**src/rtl/mem_bus_arbiter_pkg.sv**
```systemverilog
// Shared types for the two-master memory bus arbiter.
package mem_bus_arbiter_pkg;

  typedef enum logic [1:0] {
    IDLE = 2'd0,
    BUSY = 2'd1,
    ERR  = 2'd2
  } state_e;

  typedef enum logic {
    OWNER_M0 = 1'b0,
    OWNER_M1 = 1'b1
  } owner_e;

  // One-hot grant vector for a given owner.
  function automatic logic [1:0] owner_onehot(input owner_e owner);
    return (owner == OWNER_M1) ? 2'b10 : 2'b01;
  endfunction

endpackage

```
**src/rtl/mem_bus_arbiter_if.sv**
```systemverilog
// Valid/ready memory bus. The requester uses the master view; the responder uses the slave view.
interface mem_bus_arbiter_if;
  logic        valid;
  logic        instr;
  logic [31:0] addr;
  logic [31:0] wdata;
  logic [3:0]  wstrb;
  logic        ready;
  logic [31:0] rdata;

  modport master (output valid, instr, addr, wdata, wstrb, input ready, rdata);
  modport slave  (input valid, instr, addr, wdata, wstrb, output ready, rdata);
endinterface

```
**src/rtl/mem_arb_timer.sv**
```systemverilog
// Saturating bus-watchdog counter with clear, load and enable; expire_o flags the last allowed cycle.
module mem_arb_timer #(
  parameter int unsigned TIMEOUT_CYCLES = 255,
  localparam int unsigned CW = $clog2(TIMEOUT_CYCLES + 1)
) (
  input  logic          clk,
  input  logic          reset_n,
  input  logic          clear_i,
  input  logic          load_i,
  input  logic [CW-1:0] load_val_i,
  input  logic          en_i,
  output logic          expire_o
);

  localparam logic [CW-1:0] CNT_MAX  = CW'(TIMEOUT_CYCLES);
  localparam logic [CW-1:0] CNT_LAST = CW'(TIMEOUT_CYCLES - 1);

  logic [CW-1:0] count_q, count_d;

  // Next count: clear beats load beats increment; the count parks at CNT_MAX instead of wrapping.
  always_comb begin
    // NOTE: every combinational output gets a default first, so no path leaves it unassigned and no latch is inferred.
    count_d = count_q;
    if (clear_i) begin
      count_d = '0;
    end else if (load_i) begin
      count_d = (load_val_i > CNT_MAX) ? CNT_MAX : load_val_i;
    end else if (en_i && (count_q != CNT_MAX)) begin
      count_d = count_q + 1'b1;
    end
  end

  // Count register, cleared the moment reset_n falls.
  always_ff @(posedge clk or negedge reset_n) begin
    // NOTE: state registers use non-blocking assignments so every flop samples pre-edge values regardless of block order.
    if (!reset_n) count_q <= '0;
    else          count_q <= count_d;
  end

  assign expire_o = (count_q == CNT_LAST);

endmodule

```
**src/rtl/mem_bus_arbiter.sv**
```systemverilog
// Round-robin arbiter sharing one valid/ready memory bus between two masters, with a hung-bus watchdog.
module mem_bus_arbiter
  import mem_bus_arbiter_pkg::*;
#(
  parameter int unsigned TIMEOUT_CYCLES = 255,
  parameter logic [31:0] ERR_RDATA      = 32'h0
) (
  input  logic                      clk,
  input  logic                      reset_n,
  mem_bus_arbiter_if.slave          m0,
  mem_bus_arbiter_if.slave          m1,
  mem_bus_arbiter_if.master         s,
  output logic [1:0]                grant,
  output logic                      timeout_err
);

  state_e      state_q, state_d;
  owner_e      owner_q, owner_d;
  owner_e      last_owner_q, last_owner_d;

  logic        req_valid, req_instr;
  logic [31:0] req_addr, req_wdata;
  logic [3:0]  req_wstrb;
  logic        resp_ready;
  logic [31:0] resp_rdata;
  logic        expire;

  // Request fields of whichever master currently owns the bus.
  always_comb begin
    if (owner_q == OWNER_M1) begin
      req_valid = m1.valid;
      req_instr = m1.instr;
      req_addr  = m1.addr;
      req_wdata = m1.wdata;
      req_wstrb = m1.wstrb;
    end else begin
      req_valid = m0.valid;
      req_instr = m0.instr;
      req_addr  = m0.addr;
      req_wdata = m0.wdata;
      req_wstrb = m0.wstrb;
    end
  end

  // Arbitration FSM: next state, bus forwarding and the response routed back to the owner.
  always_comb begin
    state_d      = state_q;
    owner_d      = owner_q;
    last_owner_d = last_owner_q;
    s.valid      = 1'b0;
    s.instr      = 1'b0;
    s.addr       = '0;
    s.wdata      = '0;
    s.wstrb      = '0;
    grant        = 2'b00;
    timeout_err  = 1'b0;
    resp_ready   = 1'b0;
    resp_rdata   = '0;

    unique case (state_q)
      IDLE: begin
        if (m0.valid || m1.valid) begin
          state_d = BUSY;
          if (m0.valid && m1.valid) begin
            owner_d = (last_owner_q == OWNER_M0) ? OWNER_M1 : OWNER_M0;
          end else begin
            owner_d = m1.valid ? OWNER_M1 : OWNER_M0;
          end
        end
      end
      BUSY: begin
        grant   = owner_onehot(owner_q);
        s.valid = req_valid;
        s.instr = req_instr;
        s.addr  = req_addr;
        s.wdata = req_wdata;
        s.wstrb = req_wstrb;
        if (!req_valid) begin
          // Owner abandoned its request: release the bus without answering.
          state_d = IDLE;
        end else if (s.ready) begin
          // Completion outranks a watchdog expiring in the same cycle.
          resp_ready   = 1'b1;
          resp_rdata   = s.rdata;
          last_owner_d = owner_q;
          state_d      = IDLE;
        end else if (expire) begin
          state_d = ERR;
        end
      end
      ERR: begin
        grant        = owner_onehot(owner_q);
        resp_ready   = 1'b1;
        resp_rdata   = ERR_RDATA;
        timeout_err  = 1'b1;
        last_owner_d = owner_q;
        state_d      = IDLE;
      end
      default: state_d = IDLE;
    endcase

    m0.ready = resp_ready && (owner_q == OWNER_M0);
    m0.rdata = (resp_ready && (owner_q == OWNER_M0)) ? resp_rdata : '0;
    m1.ready = resp_ready && (owner_q == OWNER_M1);
    m1.rdata = (resp_ready && (owner_q == OWNER_M1)) ? resp_rdata : '0;
  end

  // State, owner and round-robin history; last_owner resets to m1 so m0 wins the first tie.
  always_ff @(posedge clk or negedge reset_n) begin
    // NOTE: reset is asynchronous so the bus is released immediately, without waiting for a clock edge.
    if (!reset_n) begin
      state_q      <= IDLE;
      owner_q      <= OWNER_M0;
      last_owner_q <= OWNER_M1;
    end else begin
      state_q      <= state_d;
      owner_q      <= owner_d;
      last_owner_q <= last_owner_d;
    end
  end

  // Watchdog runs only while BUSY and restarts whenever the bus is about to leave BUSY.
  mem_arb_timer #(
    .TIMEOUT_CYCLES (TIMEOUT_CYCLES)
  ) u_timer (
    .clk        (clk),
    .reset_n    (reset_n),
    .clear_i    (state_d != BUSY),
    .load_i     (1'b0),
    .load_val_i ('0),
    .en_i       (state_q == BUSY),
    .expire_o   (expire)
  );

endmodule

```
**src/flat_wrapper.sv**
```systemverilog
// flat-port wrapper written by rule: the top's interface ports become plain ports
module mem_bus_arbiter_flat import mem_bus_arbiter_pkg::*;
#(
  parameter int unsigned TIMEOUT_CYCLES = 255,
  parameter logic [31:0] ERR_RDATA      = 32'h0
)
  (clk, reset_n, grant, timeout_err, m0_valid, m0_instr, m0_addr, m0_wdata, m0_wstrb, m0_ready, m0_rdata, m1_valid, m1_instr, m1_addr, m1_wdata, m1_wstrb, m1_ready, m1_rdata, s_valid, s_instr, s_addr, s_wdata, s_wstrb, s_ready, s_rdata);
  mem_bus_arbiter_if m0_i ();
  mem_bus_arbiter_if m1_i ();
  mem_bus_arbiter_if s_i ();
  input  logic clk;
  input  logic reset_n;
  output logic [1:0] grant;
  output logic timeout_err;
  input wire logic [$bits(m0_i.valid)-1:0] m0_valid;
  input wire logic [$bits(m0_i.instr)-1:0] m0_instr;
  input wire logic [$bits(m0_i.addr)-1:0] m0_addr;
  input wire logic [$bits(m0_i.wdata)-1:0] m0_wdata;
  input wire logic [$bits(m0_i.wstrb)-1:0] m0_wstrb;
  output wire logic [$bits(m0_i.ready)-1:0] m0_ready;
  output wire logic [$bits(m0_i.rdata)-1:0] m0_rdata;
  input wire logic [$bits(m1_i.valid)-1:0] m1_valid;
  input wire logic [$bits(m1_i.instr)-1:0] m1_instr;
  input wire logic [$bits(m1_i.addr)-1:0] m1_addr;
  input wire logic [$bits(m1_i.wdata)-1:0] m1_wdata;
  input wire logic [$bits(m1_i.wstrb)-1:0] m1_wstrb;
  output wire logic [$bits(m1_i.ready)-1:0] m1_ready;
  output wire logic [$bits(m1_i.rdata)-1:0] m1_rdata;
  output wire logic [$bits(s_i.valid)-1:0] s_valid;
  output wire logic [$bits(s_i.instr)-1:0] s_instr;
  output wire logic [$bits(s_i.addr)-1:0] s_addr;
  output wire logic [$bits(s_i.wdata)-1:0] s_wdata;
  output wire logic [$bits(s_i.wstrb)-1:0] s_wstrb;
  input wire logic [$bits(s_i.ready)-1:0] s_ready;
  input wire logic [$bits(s_i.rdata)-1:0] s_rdata;
  assign m0_i.valid = m0_valid;
  assign m0_i.instr = m0_instr;
  assign m0_i.addr = m0_addr;
  assign m0_i.wdata = m0_wdata;
  assign m0_i.wstrb = m0_wstrb;
  assign m0_ready = m0_i.ready;
  assign m0_rdata = m0_i.rdata;
  assign m1_i.valid = m1_valid;
  assign m1_i.instr = m1_instr;
  assign m1_i.addr = m1_addr;
  assign m1_i.wdata = m1_wdata;
  assign m1_i.wstrb = m1_wstrb;
  assign m1_ready = m1_i.ready;
  assign m1_rdata = m1_i.rdata;
  assign s_valid = s_i.valid;
  assign s_instr = s_i.instr;
  assign s_addr = s_i.addr;
  assign s_wdata = s_i.wdata;
  assign s_wstrb = s_i.wstrb;
  assign s_i.ready = s_ready;
  assign s_i.rdata = s_rdata;
  mem_bus_arbiter #(.TIMEOUT_CYCLES(TIMEOUT_CYCLES), .ERR_RDATA(ERR_RDATA)) u_core (.clk(clk), .reset_n(reset_n), .m0(m0_i), .m1(m1_i), .s(s_i), .grant(grant), .timeout_err(timeout_err));
endmodule
```
**config.mk**
```make
export PLATFORM = sky130hd
export DESIGN_NAME = mem_bus_arbiter_flat
export DESIGN_NICKNAME = d
export VERILOG_FILES = /design/src/rtl/mem_bus_arbiter_pkg.sv /design/src/rtl/mem_bus_arbiter_if.sv /design/src/rtl/mem_arb_timer.sv /design/src/rtl/mem_bus_arbiter.sv /design/src/flat_wrapper.sv
export SDC_FILE = /design/constraint.sdc
export NUM_CORES = 1
export LEC_CHECK = 0
export BUFFER_PORTS_ARGS = -buffer_cell sky130_fd_sc_hd__buf_2
export CAP_MARGIN = 5
export CORE_AREA = 3 3 119 121
export CTS_CLUSTER_SIZE = 14
export DETAILED_ROUTE_END_ITERATION = 12
export DIE_AREA = 0 0 122 124
export PLACE_DENSITY_LB_ADDON = 0.1
export RECOVER_POWER = 50
export SLEW_MARGIN = 20
export SYNTH_ARGS = -nofsm -noshare
export SYNTH_HDL_FRONTEND = slang
export SYNTH_SLANG_ARGS = --single-unit
```
**constraint.sdc**
```tcl
create_clock -name clk -period 2.1 [get_ports clk]
set_input_delay 0.315 -clock clk [delete_from_list [all_inputs] [get_ports clk]]
set_output_delay 0.315 -clock clk [all_outputs]
set_load 0.05 [all_outputs]
```
==> results.sh, run 1 <==
export IMPL_dp_cells=783
export IMPL_rsz0062_at_grt="true"
export IMPL_worst_pin_slew_ns=0.708
export IMPL_cp_cell_sequence="inv_1, ha_1, nand2_1, nor2_2, buf_12, and2_1, buf_4"
export IMPL_synthFlopType="dfrtp_1"
export IMPL_crit_arrival_ns=1.83
export IMPL_violations="setup timing"
export IMPL_synth_edf_count=0
export IMPL_synth_area_mm2=0.00245
export IMPL_layout_min_cycle_time_ns=2.15
export IMPL_grt_max_degree=49
export IMPL_crit_fanout=32
export IMPL_synthCells=309
export IMPL_hp_class="primary input to flop"
export IMPL_viasPerCell=4.23
export IMPL_tns_ns=-0.627
export IMPL_setup_ws_ns=-0.0485
export IMPL_place_congestion=0.781
export IMPL_final_core_utilization_pct=38.1
export IMPL_num_vias=3347
export IMPL_drc=0
export IMPL_postPlaceCellArea_mm2=0.00429
export IMPL_ys_seq_elements=12
export IMPL_layout_common_cells="188 x buf_2, 74 x buf_6, 69 x mux2i_1"
export IMPL_crit_path_end_kind="output pin"
export IMPL_syn_area_per_cell_um2=7.93
export IMPL_wl_per_cell_um=15.5
export IMPL_root_buffer="clkbuf_16"
export IMPL_status="complete, but fails checks"
export IMPL_cts_made_buffers=3
export IMPL_synth_fp_nets=489
export IMPL_die_area_mm2=0.0151
export IMPL_ys_seq_area_share_pct=12.3
export IMPL_fmax_mhz=465
export IMPL_critPathMaxStageDelay_ns=0.38
export IMPL_synth_cell_types=40
export IMPL_clkTransAtPathRegs_ns=0.04
export IMPL_required_ns=1.78
export IMPL_drtPass1Iterations=4
export IMPL_chipHeight_um=124
export IMPL_clock_skew_ns=0.000826
export IMPL_finalCritPeriodShare_pct=102
export IMPL_setup_viol=63
export IMPL_start_util_pct=18.6
export IMPL_synth_warnings=0
export IMPL_ioPinCount=314
export IMPL_worst_setup_path_start_kind="flop"
export IMPL_final_max_slew_violation_count=0
export IMPL_p_leak_nw=2.70
export IMPL_ys_async_sr_fraction_pct=100
export IMPL_cts_tree="done"
export IMPL_overflow=0
export IMPL_power_density_mw_per_mm2=1300
export IMPL_fin_area_mm2=0.00502
export IMPL_slew_headroom_pct=52.8
export IMPL_area_growth_syn_to_layout_pct=105
export IMPL_fin_cells=791
export IMPL_drive_gt1_share_pct=59.1
export IMPL_portBuffers=313
export IMPL_antenna_found_initial=1
export IMPL_dr_first_iter_drc_count=103
export IMPL_core_area_mm2=0.0132
export IMPL_grt_usage_pct=14.0
export IMPL_crit_path_top_delay_cell="dfrtp_1"
export IMPL_dp_hpwl_um=9870
export IMPL_mostFrequentLayoutCell="buf_2"
export IMPL_clock_sinks=12
export IMPL_path_class="flop to output pin"
export IMPL_die_x_um=122
export IMPL_clk_latency_ns=0.24
export IMPL_cts_path_max_buffers=2
export IMPL_ir_worst_vdd_uv=635
export IMPL_grt_pass1_vias=3047
export IMPL_h_tree_depth=1
export IMPL_maxCapViolCount=0
export IMPL_ant_nets=0
export IMPL_drt_wl_total_um=12300
export IMPL_grt_pass1_wl_um=16700
export IMPL_final_nets=795
export IMPL_hold_violations=0
export IMPL_row_count=42
-- per-stage QoR --
step | worst slack, ns | total power [mW] | hold WS, ns
2_1_floorplan | -0.0310 | 4.42 | 0.0194
3_3_place_gp | 0.112 | 5.64 | 0.223
3_5_place_dp | 0.135 | 5.65 | 0.224
4_1_cts | -0.0353 | 6.41 | 0.399
5_1_grt | -0.158 | 6.88 | 0.409
6_report | -0.0485 | 6.55 | 0.396
-- power breakdown --
| part | leakage, nW | total [mW] | switching, mW | internal [mW] |
|---|---|---|---|---|
| Clock | 0.0442 | 0.396 | 0.108 | 0.288 |
| Sequential | 0.157 | 0.346 | 0.0517 | 0.295 |
| Combinational | 2.49 | 5.81 | 3.81 | 2.00 |
| Total | 2.70 | 6.55 | 3.97 | 2.58 |
-- cells by family after synthesis --
logic type / synth area share, %
and+or+nand+nor: 43.2
muxes: 29.2
buffers and inverters: 6.23
AOI/OAI and AO/OA: 5.82
DFF: 12.3
adders and majority gates: 2.55
xor gates and xnor gates: 0.715
-- final timing paths --
kind / from / cells after the start / slack [ns] / endpoint
worst max-delay path: u_core.state_q[1] / 7 / -0.05 / m1_rdata[17]
worst min-delay path: m1_valid / 2 / 0.40 / u_core.owner_q
worst max register to register: u_core.state_q[1] / 8 / 0.12 / u_core.u_timer.count_q[4]
worst min register to register: u_core.u_timer.count_q[1] / 2 / 0.57 / u_core.u_timer.count_q[1]
max in group asynchronous: reset_n / 2 / 0.94 / u_core.owner_q
min in group asynchronous: reset_n / 2 / 0.64 / u_core.u_timer.count_q[4]
-- synth_stat cells, drive strengths merged (2+ instances only) --
library cell  number  share of area [%]
nand2              6               0.92
o21ai              3               0.61
and4               2               0.71
and3               2               0.51
nand2b             2               0.51
nor2               7                1.4
and2              64                 16
nor3b              2               0.61
clkbuf             7                1.1
nor2b             70                 18
inv                8                1.2
ha                 5                2.6
a21oi              2               0.41
mux2i             70                 29
dfrtp             11                 11
nor4               3                1.5
nand3              5                1.0
a31oi              5                1.9
nor3               3               0.61
buf               18                3.9
-- area by class of cell --
cell class	instances	area, um2
Inverter	8	30.0
Multi-Input combinational cell	265	2080
Clock buffer	4	88.8
Antenna cell	1	2.50
Tap cell	176	220
Timing Repair Buffer	325	2290
Sequential cell	12	305
Fill cell	1354	8170
-- worst max-delay path: cells and delay by family (launching register included) --
kind | cells | cell delay, ns
buffers and inverters | 3 | 0.46
AND/OR/NAND/NOR | 3 | 0.44
flip-flops | 1 | 0.38
adder cells (fa/ha/maj) | 1 | 0.31
-- flip-flops by register name, indices dropped and copies added, names as in the netlist --
| signal | count |
|---|---|
| u_core.last_owner_q | 1 |
| u_core.u_timer.count_q | 8 |
| u_core.owner_q | 1 |
| u_core.state_q | 2 |
-- repair_timing --
| item | CTS | global route |
|---|---|---|
| endpoints found under the setup margin | 90 | 114 |
| gates cloned | 1 | 1 |
| gates resized for setup | 153 | 48 |
| endpoints found under the hold margin | 11 | 0 |
| pin swaps | 1 | 3 |
| hold buffers | 1 | 0 |
| setup buffers | 0 | 0 |
-- layer usage --
metal	part of all wire [%]	GRT usage, %	routed length [um]
met2	55	26.7	6720
met4	1.5	4.34	187
met1	35	16.0	4340
met3	8.3	2.45	1020
met5	0	0	0
Note: power is estimated with default switching activity, not from simulation.
==> inputs of run 2 (changes only) <==
--- a/config.mk
+++ b/config.mk
@@ -8,6 +8,7 @@
 export BUFFER_PORTS_ARGS = -buffer_cell sky130_fd_sc_hd__buf_2
 export CAP_MARGIN = 5
 export CORE_AREA = 3 3 119 121
+export CTS_BUF_LIST = sky130_fd_sc_hd__clkbuf_16
 export CTS_CLUSTER_SIZE = 14
 export DETAILED_ROUTE_END_ITERATION = 12
 export DIE_AREA = 0 0 122 124
==> run 2 against run 1 <==
- the flow still finishes with violations (setup timing)
- largest power group unchanged
- hold slack about the same
- global-route usage about the same
- largest cell class unchanged
- highest routed layer unchanged
- critical path depth unchanged
- register-to-register slack about the same
==> results.sh, run 2 (synthesis gave the netlist of run 1 again) <==
export IMPL_status="complete, but fails checks"
export IMPL_violations="setup timing"
export IMPL_required_ns=1.78
export IMPL_die_area_mm2=0.0151
export IMPL_antenna_found_initial=1
export IMPL_ant_nets=0
export IMPL_cp_depth=7
export IMPL_grt_pass1_vias=3060
export IMPL_cts_made_buffers=3
export IMPL_dp_hpwl_um=9870
export IMPL_viasPerCell=4.21
export IMPL_regMostFlops="u_core.u_timer.count_q"
export IMPL_met3_usage_pct=2.45
export IMPL_row_count=42
export IMPL_crit_end="m1_rdata[17]"
export IMPL_drive_gt1_share_pct=59.0
export IMPL_maxCapViolCount=0
export IMPL_timing_rr_start="u_core.state_q[1]"
export IMPL_hold_path_depth=2
export IMPL_critPathMaxStageDelay_ns=0.38
export IMPL_cp_cell_sequence="inv_1, ha_1, nand2_1, nor2_2, buf_12, and2_1, buf_4"
export IMPL_grt_max_degree=49
export IMPL_reg2reg_depth=8
export IMPL_die_x_um=122
export IMPL_rsz0062_at_grt="true"
export IMPL_postPlaceCellArea_mm2=0.00429
export IMPL_crit_path_top_delay_cell="dfrtp_1"
export IMPL_globalRouteMet1Util_pct=16.0
export IMPL_layout_common_cells="188 x buf_2, 74 x buf_6, 69 x mux2i_1"
export IMPL_grt_pass1_wl_um=16800
export IMPL_hp_class="primary input to flop"
export IMPL_clk_latency_ns=0.24
export IMPL_pre_cts_ws_ns=0.135
export IMPL_met2_usage_pct=26.7
export IMPL_fmax_mhz=466
export IMPL_tns_ns=-0.540
export IMPL_setup_viol=55
export IMPL_top_usage_layer="met2"
export IMPL_portBuffers=313
export IMPL_reg_largest_list="u_core.u_timer.count_q (8), u_core.state_q (2)"
export IMPL_crit_family="buffers and inverters"
export IMPL_totalPowerFinal_mw=6.51
export IMPL_cts_path_max_buffers=2
export IMPL_drt_wl_total_um=12300
export IMPL_final_nets=795
export IMPL_overflow=0
export IMPL_clock_sinks=12
export IMPL_drtPass1Iterations=4
export IMPL_clock_skew_ns=0.000890
export IMPL_hold_violations=0
export IMPL_cts_tree="done"
export IMPL_grt_usage_pct=14.1
export IMPL_path_buf_inv=3
export IMPL_fin_area_mm2=0.00501
export IMPL_clkTransAtPathRegs_ns=0.04
export IMPL_layout_min_cycle_time_ns=2.15
export IMPL_start_util_pct=18.6
export IMPL_root_buffer="clkbuf_16"
export IMPL_setup_ws_ns=-0.0462
export IMPL_postCtsSetupRepairBufs=0
export IMPL_largest_reg_flops=8
export IMPL_place_congestion=0.781
export IMPL_ir_worst_vdd_uv=635
export IMPL_drc=0
export IMPL_worst_pin_slew_ns=0.707
export IMPL_ioPinCount=314
export IMPL_crit_path_end_kind="output pin"
export IMPL_worst_setup_path_start_kind="flop"
export IMPL_finalCritPeriodShare_pct=102
export IMPL_h_tree_depth=1
export IMPL_chipHeight_um=124
export IMPL_core_area_mm2=0.0132
export IMPL_reg2reg_slack_ns=0.11
export IMPL_r2r_end="u_core.u_timer.count_q[4]"
export IMPL_area_growth_syn_to_layout_pct=104
export IMPL_mostFrequentLayoutCell="buf_2"
export IMPL_crit_arrival_ns=1.83
export IMPL_wl_per_cell_um=15.5
export IMPL_slew_headroom_pct=52.9
export IMPL_worstSetupStartpoint="u_core.state_q[1]"
export IMPL_path_class="flop to output pin"
export IMPL_dr_first_iter_drc_count=117
export IMPL_num_vias=3332
export IMPL_crit_fanout=32
export IMPL_p_leak_nw=2.69
export IMPL_power_density_mw_per_mm2=1300
export IMPL_final_max_slew_violation_count=0
run 2: report_power, final:
group	switching, mW	internal (mW)
logic	3.81	2.00
registers	0.0515	0.295
clock network	0.107	0.251
total	3.97	2.55
run 2: worst min path at each step:
stage | slack [ns] | start | to
floorplan | 0.02 | reset_n | u_core.owner_q
global placement | 0.22 | reset_n | u_core.u_timer.count_q[4]
detailed placement | 0.22 | reset_n | u_core.u_timer.count_q[6]
CTS | 0.40 | m1_valid | u_core.owner_q
global route | 0.41 | m1_valid | u_core.owner_q
finish | 0.40 | m1_valid | u_core.owner_q
run 2: stage by stage:
| step | instances | util, % | hold WS (ns) |
|---|---|---|---|
| 2_1_floorplan | 309 | - | 0.0194 |
| 3_3_place_gp | 783 | 32.6 | 0.223 |
| 3_5_place_dp | 783 | 32.6 | 0.224 |
| 4_1_cts | 789 | 37.0 | 0.399 |
| 5_1_grt | 791 | 38.0 | 0.409 |
| 6_report | 791 | 38.0 | 0.396 |
run 2: per-layer routing:
metal,wire length (um),vias to the layer above,part of all wire [%]
li1,-,1649,-
met1,4340,1509,35
met2,6740,164,55
met3,1010,10,8.2
met4,175,0,1.4
met5,0,-,0
run 2: timing repair:
action,4_1_cts,5_1_grt
setup endpoints to repair,90,114
hold buffers,1,0
gates cloned,1,1
gates resized for setup,153,48
pin swaps,1,3
hold endpoints to repair,11,0
run 2: layout make-up:
class	count	area, um2
Tap cell	176	220
Antenna cell	1	2.50
Inverter	8	30.0
Multi-Input combinational cell	265	2080
Clock buffer	3	75.1
Clock inverter	1	3.75
Sequential cell	12	305
Timing Repair Buffer	325	2290
Fill cell	1357	8180
run 2: worst register-to-register path, stage by stage (launching register included):
cell and delay, ns:
dfrtp_1 0.40, inv_1 0.09, ha_2 0.23, bufbuf_16 0.32, nand2b_1 0.13, nor4b_2 0.26
o22a_1 0.20, buf_12 0.14, nor3_1 0.05
==> inputs of run 3 (changes only) <==
--- a/config.mk
+++ b/config.mk
@@ -5,13 +5,14 @@
 export SDC_FILE = /design/constraint.sdc
 export NUM_CORES = 1
 export LEC_CHECK = 0
+export ABC_AREA = 1
 export BUFFER_PORTS_ARGS = -buffer_cell sky130_fd_sc_hd__buf_2
 export CAP_MARGIN = 5
-export CORE_AREA = 3 3 119 121
+export CORE_AREA = 3 3 121 123
 export CTS_BUF_LIST = sky130_fd_sc_hd__clkbuf_16
 export CTS_CLUSTER_SIZE = 14
 export DETAILED_ROUTE_END_ITERATION = 12
-export DIE_AREA = 0 0 122 124
+export DIE_AREA = 0 0 124 126
 export PLACE_DENSITY_LB_ADDON = 0.1
 export RECOVER_POWER = 50
 export SLEW_MARGIN = 20
==> run 3 against run 2 <==
- the run still ends with setup timing left
- sequential cell count unchanged
- power up 13%
- sequential share of layout area decreased by 0.15 points
- synthesized cell count increased by 40%
- clock power is 3% lower
- global-route usage up 2.4 points
- clock skew barely moved
- hold slack got worse by 0.011 ns
- first-iteration DRC count grew 29%
- critical path type unchanged
==> results.sh, run 3 <==
export IMPL_dp_cells=910
export IMPL_drtPass1Iterations=4
export IMPL_worstSetupStartpoint="u_core.state_q[1]"
export IMPL_totalPowerFinal_mw=7.37
export IMPL_fin_cells=930
export IMPL_violations="setup timing"
export IMPL_hp_class="primary input to flop"
export IMPL_timing_rr_start="u_core.state_q[1]"
export IMPL_cts_made_buffers=3
export IMPL_overflow=0
export IMPL_reg2reg_slack_ns=0.36
export IMPL_drc=0
export IMPL_status="complete, but fails checks"
export IMPL_maxCapViolCount=0
export IMPL_reg_largest_list="u_core.u_timer.count_q (8), u_core.state_q (2)"
export IMPL_ys_seq_area_share_pct=14.3
export IMPL_syn_area_per_cell_um2=4.88
export IMPL_antenna_found_initial=0
export IMPL_setup_ws_ns=-0.0188
export IMPL_synthFlopType="dfrtp_1"
export IMPL_hold_violations=0
export IMPL_synth_area_top_cells="nor2_1 39%, o21ai_0 18%, dfrtp_1 13%"
export IMPL_crit_end="m0_ready"
export IMPL_critPathMaxStageDelay_ns=0.39
export IMPL_place_congestion=0.887
export IMPL_root_buffer="clkbuf_16"
export IMPL_drive_gt1_share_pct=56.8
export IMPL_yosysMostFrequentCell="nor2_1"
export IMPL_ys_async_sr_fraction_pct=100
export IMPL_dp_hpwl_um=10800
export IMPL_ioPinCount=314
export IMPL_synth_area_mm2=0.00212
export IMPL_wl_per_cell_um=16.2
export IMPL_num_vias=4068
export IMPL_ir_worst_vdd_uv=767
export IMPL_diodes=0
export IMPL_crit_fanout=17
export IMPL_r2r_end="u_core.u_timer.count_q[5]"
export IMPL_required_ns=1.78
export IMPL_setup_viol=3
export IMPL_path_class="flop to output pin"
export IMPL_chipHeight_um=126
export IMPL_final_max_slew_violation_count=0
export IMPL_p_leak_nw=2.63
export IMPL_power_density_mw_per_mm2=1440
export IMPL_synthCells=434
export IMPL_synth_warnings=0
export IMPL_h_tree_depth=1
export IMPL_ys_seq_elements=12
export IMPL_fmax_mhz=472
export IMPL_crit_arrival_ns=1.80
export IMPL_portBuffers=313
export IMPL_layout_min_cycle_time_ns=2.12
export IMPL_largest_reg_flops=8
export IMPL_rsz0062_at_grt="true"
export IMPL_clock_sinks=12
export IMPL_worst_setup_path_start_kind="flop"
export IMPL_crit_path_end_kind="output pin"
export IMPL_synth_edf_count=0
export IMPL_worst_pin_slew_ns=0.687
export IMPL_crit_path_top_delay_cell="dfrtp_1"
export IMPL_clock_skew_ns=0.00133
export IMPL_core_area_mm2=0.0138
export IMPL_grt_pass1_wl_um=20400
export IMPL_grt_max_degree=40
export IMPL_synth_top_area_share_pct=38.9
export IMPL_die_area_mm2=0.0156
export IMPL_final_core_utilization_pct=37.2
export IMPL_grt_usage_pct=16.5
export IMPL_synth_top_cell_by_area="nor2_1"
export IMPL_drt_wl_total_um=15100
export IMPL_dr_first_iter_drc_count=151
export IMPL_fin_hold_ws_ns=0.385
export IMPL_grt_pass1_vias=3850
export IMPL_regMostFlops="u_core.u_timer.count_q"
export IMPL_cts_path_max_buffers=2
export IMPL_final_nets=931
export IMPL_clk_latency_ns=0.24
export IMPL_min_delay_start="m1_valid"
export IMPL_finalCritPeriodShare_pct=101
export IMPL_n_fill_cell=1512
export IMPL_viasPerCell=4.37
export IMPL_area_growth_syn_to_layout_pct=142
export IMPL_cts_tree="done"
export IMPL_reg2reg_depth=10
export IMPL_layout_common_cells="237 x buf_2, 168 x nor2_1, 74 x o21ai_0"
export IMPL_cp_cell_sequence="inv_2, ha_4, o21ai_4, nor3_4, buf_6, or2_2, inv_2, nor2_2, buf_6"
export IMPL_start_util_pct=15.4
export IMPL_yosys_top_cells_count="219 x nor2_1, 74 x o21ai_0, 52 x nand2_1, 26 x clkbuf_1, 16 x inv_1"
export IMPL_synth_cell_types=23
export IMPL_synth_fp_nets=614
export IMPL_clkTransAtPathRegs_ns=0.04
export IMPL_die_x_um=124
export IMPL_row_count=43
export IMPL_ant_nets=0
export IMPL_slew_headroom_pct=54.2
export IMPL_mostFrequentLayoutCell="buf_2"
==> run 3: final cells by class <==
type / instances / area [um2] / share of cell area (%)
clock inverter: 1 / 3.75 / 0.0733
sequential: 12 / 304 / 5.94
inverter: 17 / 66.3 / 1.30
tap: 180 / 225 / 4.40
timing repair buffer: 344 / 2430 / 47.4
multi-input combinational: 373 / 2020 / 39.4
clock buffer: 3 / 75.1 / 1.47
==> run 3: worst min-delay path by stage <==
stage          depth (start not counted)                         to  slack, ns
2_1_floorplan                          0             u_core.owner_q       0.02
3_3_place_gp                           1  u_core.u_timer.count_q[6]       0.22
3_5_place_dp                           1  u_core.u_timer.count_q[7]       0.22
4_1_cts                                3             u_core.owner_q       0.39
5_1_grt                                3             u_core.owner_q       0.40
6_report                               3             u_core.owner_q       0.38
==> run 3: critical path, delay by kind of cell (launching register included) <==
| family | cells | cell delay (ns) |
|---|---|---|
| buffers and inverters | 4 | 0.52 |
| AOI/OAI and AO/OA | 1 | 0.06 |
| adders and majority gates | 1 | 0.16 |
| and+or+nand+nor | 3 | 0.41 |
| DFF | 1 | 0.39 |
==> run 3: what timing repair did <==
| action | 4_1_cts | 5_1_grt |
|---|---|---|
| buffers inserted | 11 | 1 |
| gates resized for setup | 183 | 62 |
| gates cloned | 2 | 3 |
| setup endpoints to repair | 112 | 99 |
| pin swaps | 17 | 19 |
| hold buffers | 1 | 0 |
| hold endpoints to repair | 11 | 0 |
==> run 3: logic make-up (layout without fill, tap and decap cells) <==
kind of cell | after synthesis | count (layout) | synth area share [%]
adders and majority gates | 5 | 5 | 2.96
AOI/OAI and AO/OA | 78 | 78 | 18.6
and+or+nand+nor | 285 | 285 | 52.7
buffers and inverters | 49 | 365 | 9.40
xor gates and xnor gates | 5 | 5 | 2.07
DFF | 12 | 12 | 14.3
==> run 3: metrics by stage <==
| stage | instance area [um2] | setup WS [ns] | TNS [ns] |
|---|---|---|---|
| 3_3_place_gp | 4030 | 0.0628 | 0 |
| 4_1_cts | 4830 | -0.0533 | -1.31 |
| 3_5_place_dp | 4030 | 0.0652 | 0 |
| 2_1_floorplan | 2130 | -0.200 | -11.99 |
| 6_report | 5120 | -0.0188 | -0.0305 |
| 5_1_grt | 5120 | -0.0896 | -3.70 |
==> run 3: report_power, final <==
part / total [mW] / leakage [nW] / switching [mW] / internal [mW]
logic: 6.68 / 2.44 / 4.83 / 1.86
registers: 0.332 / 0.157 / 0.0496 / 0.283
clock network: 0.350 / 0.0385 / 0.0996 / 0.251
total: 7.37 / 2.63 / 4.98 / 2.39
==> run 3: layer usage <==
layer / vias up / track usage (%) / wire (um)
met5: - / 0 / 0
met4: 0 / 3.41 / 336
met3: 42 / 2.47 / 1220
met2: 205 / 32.4 / 8070
li1: 1986 / - / -
met1: 1835 / 18.3 / 5480
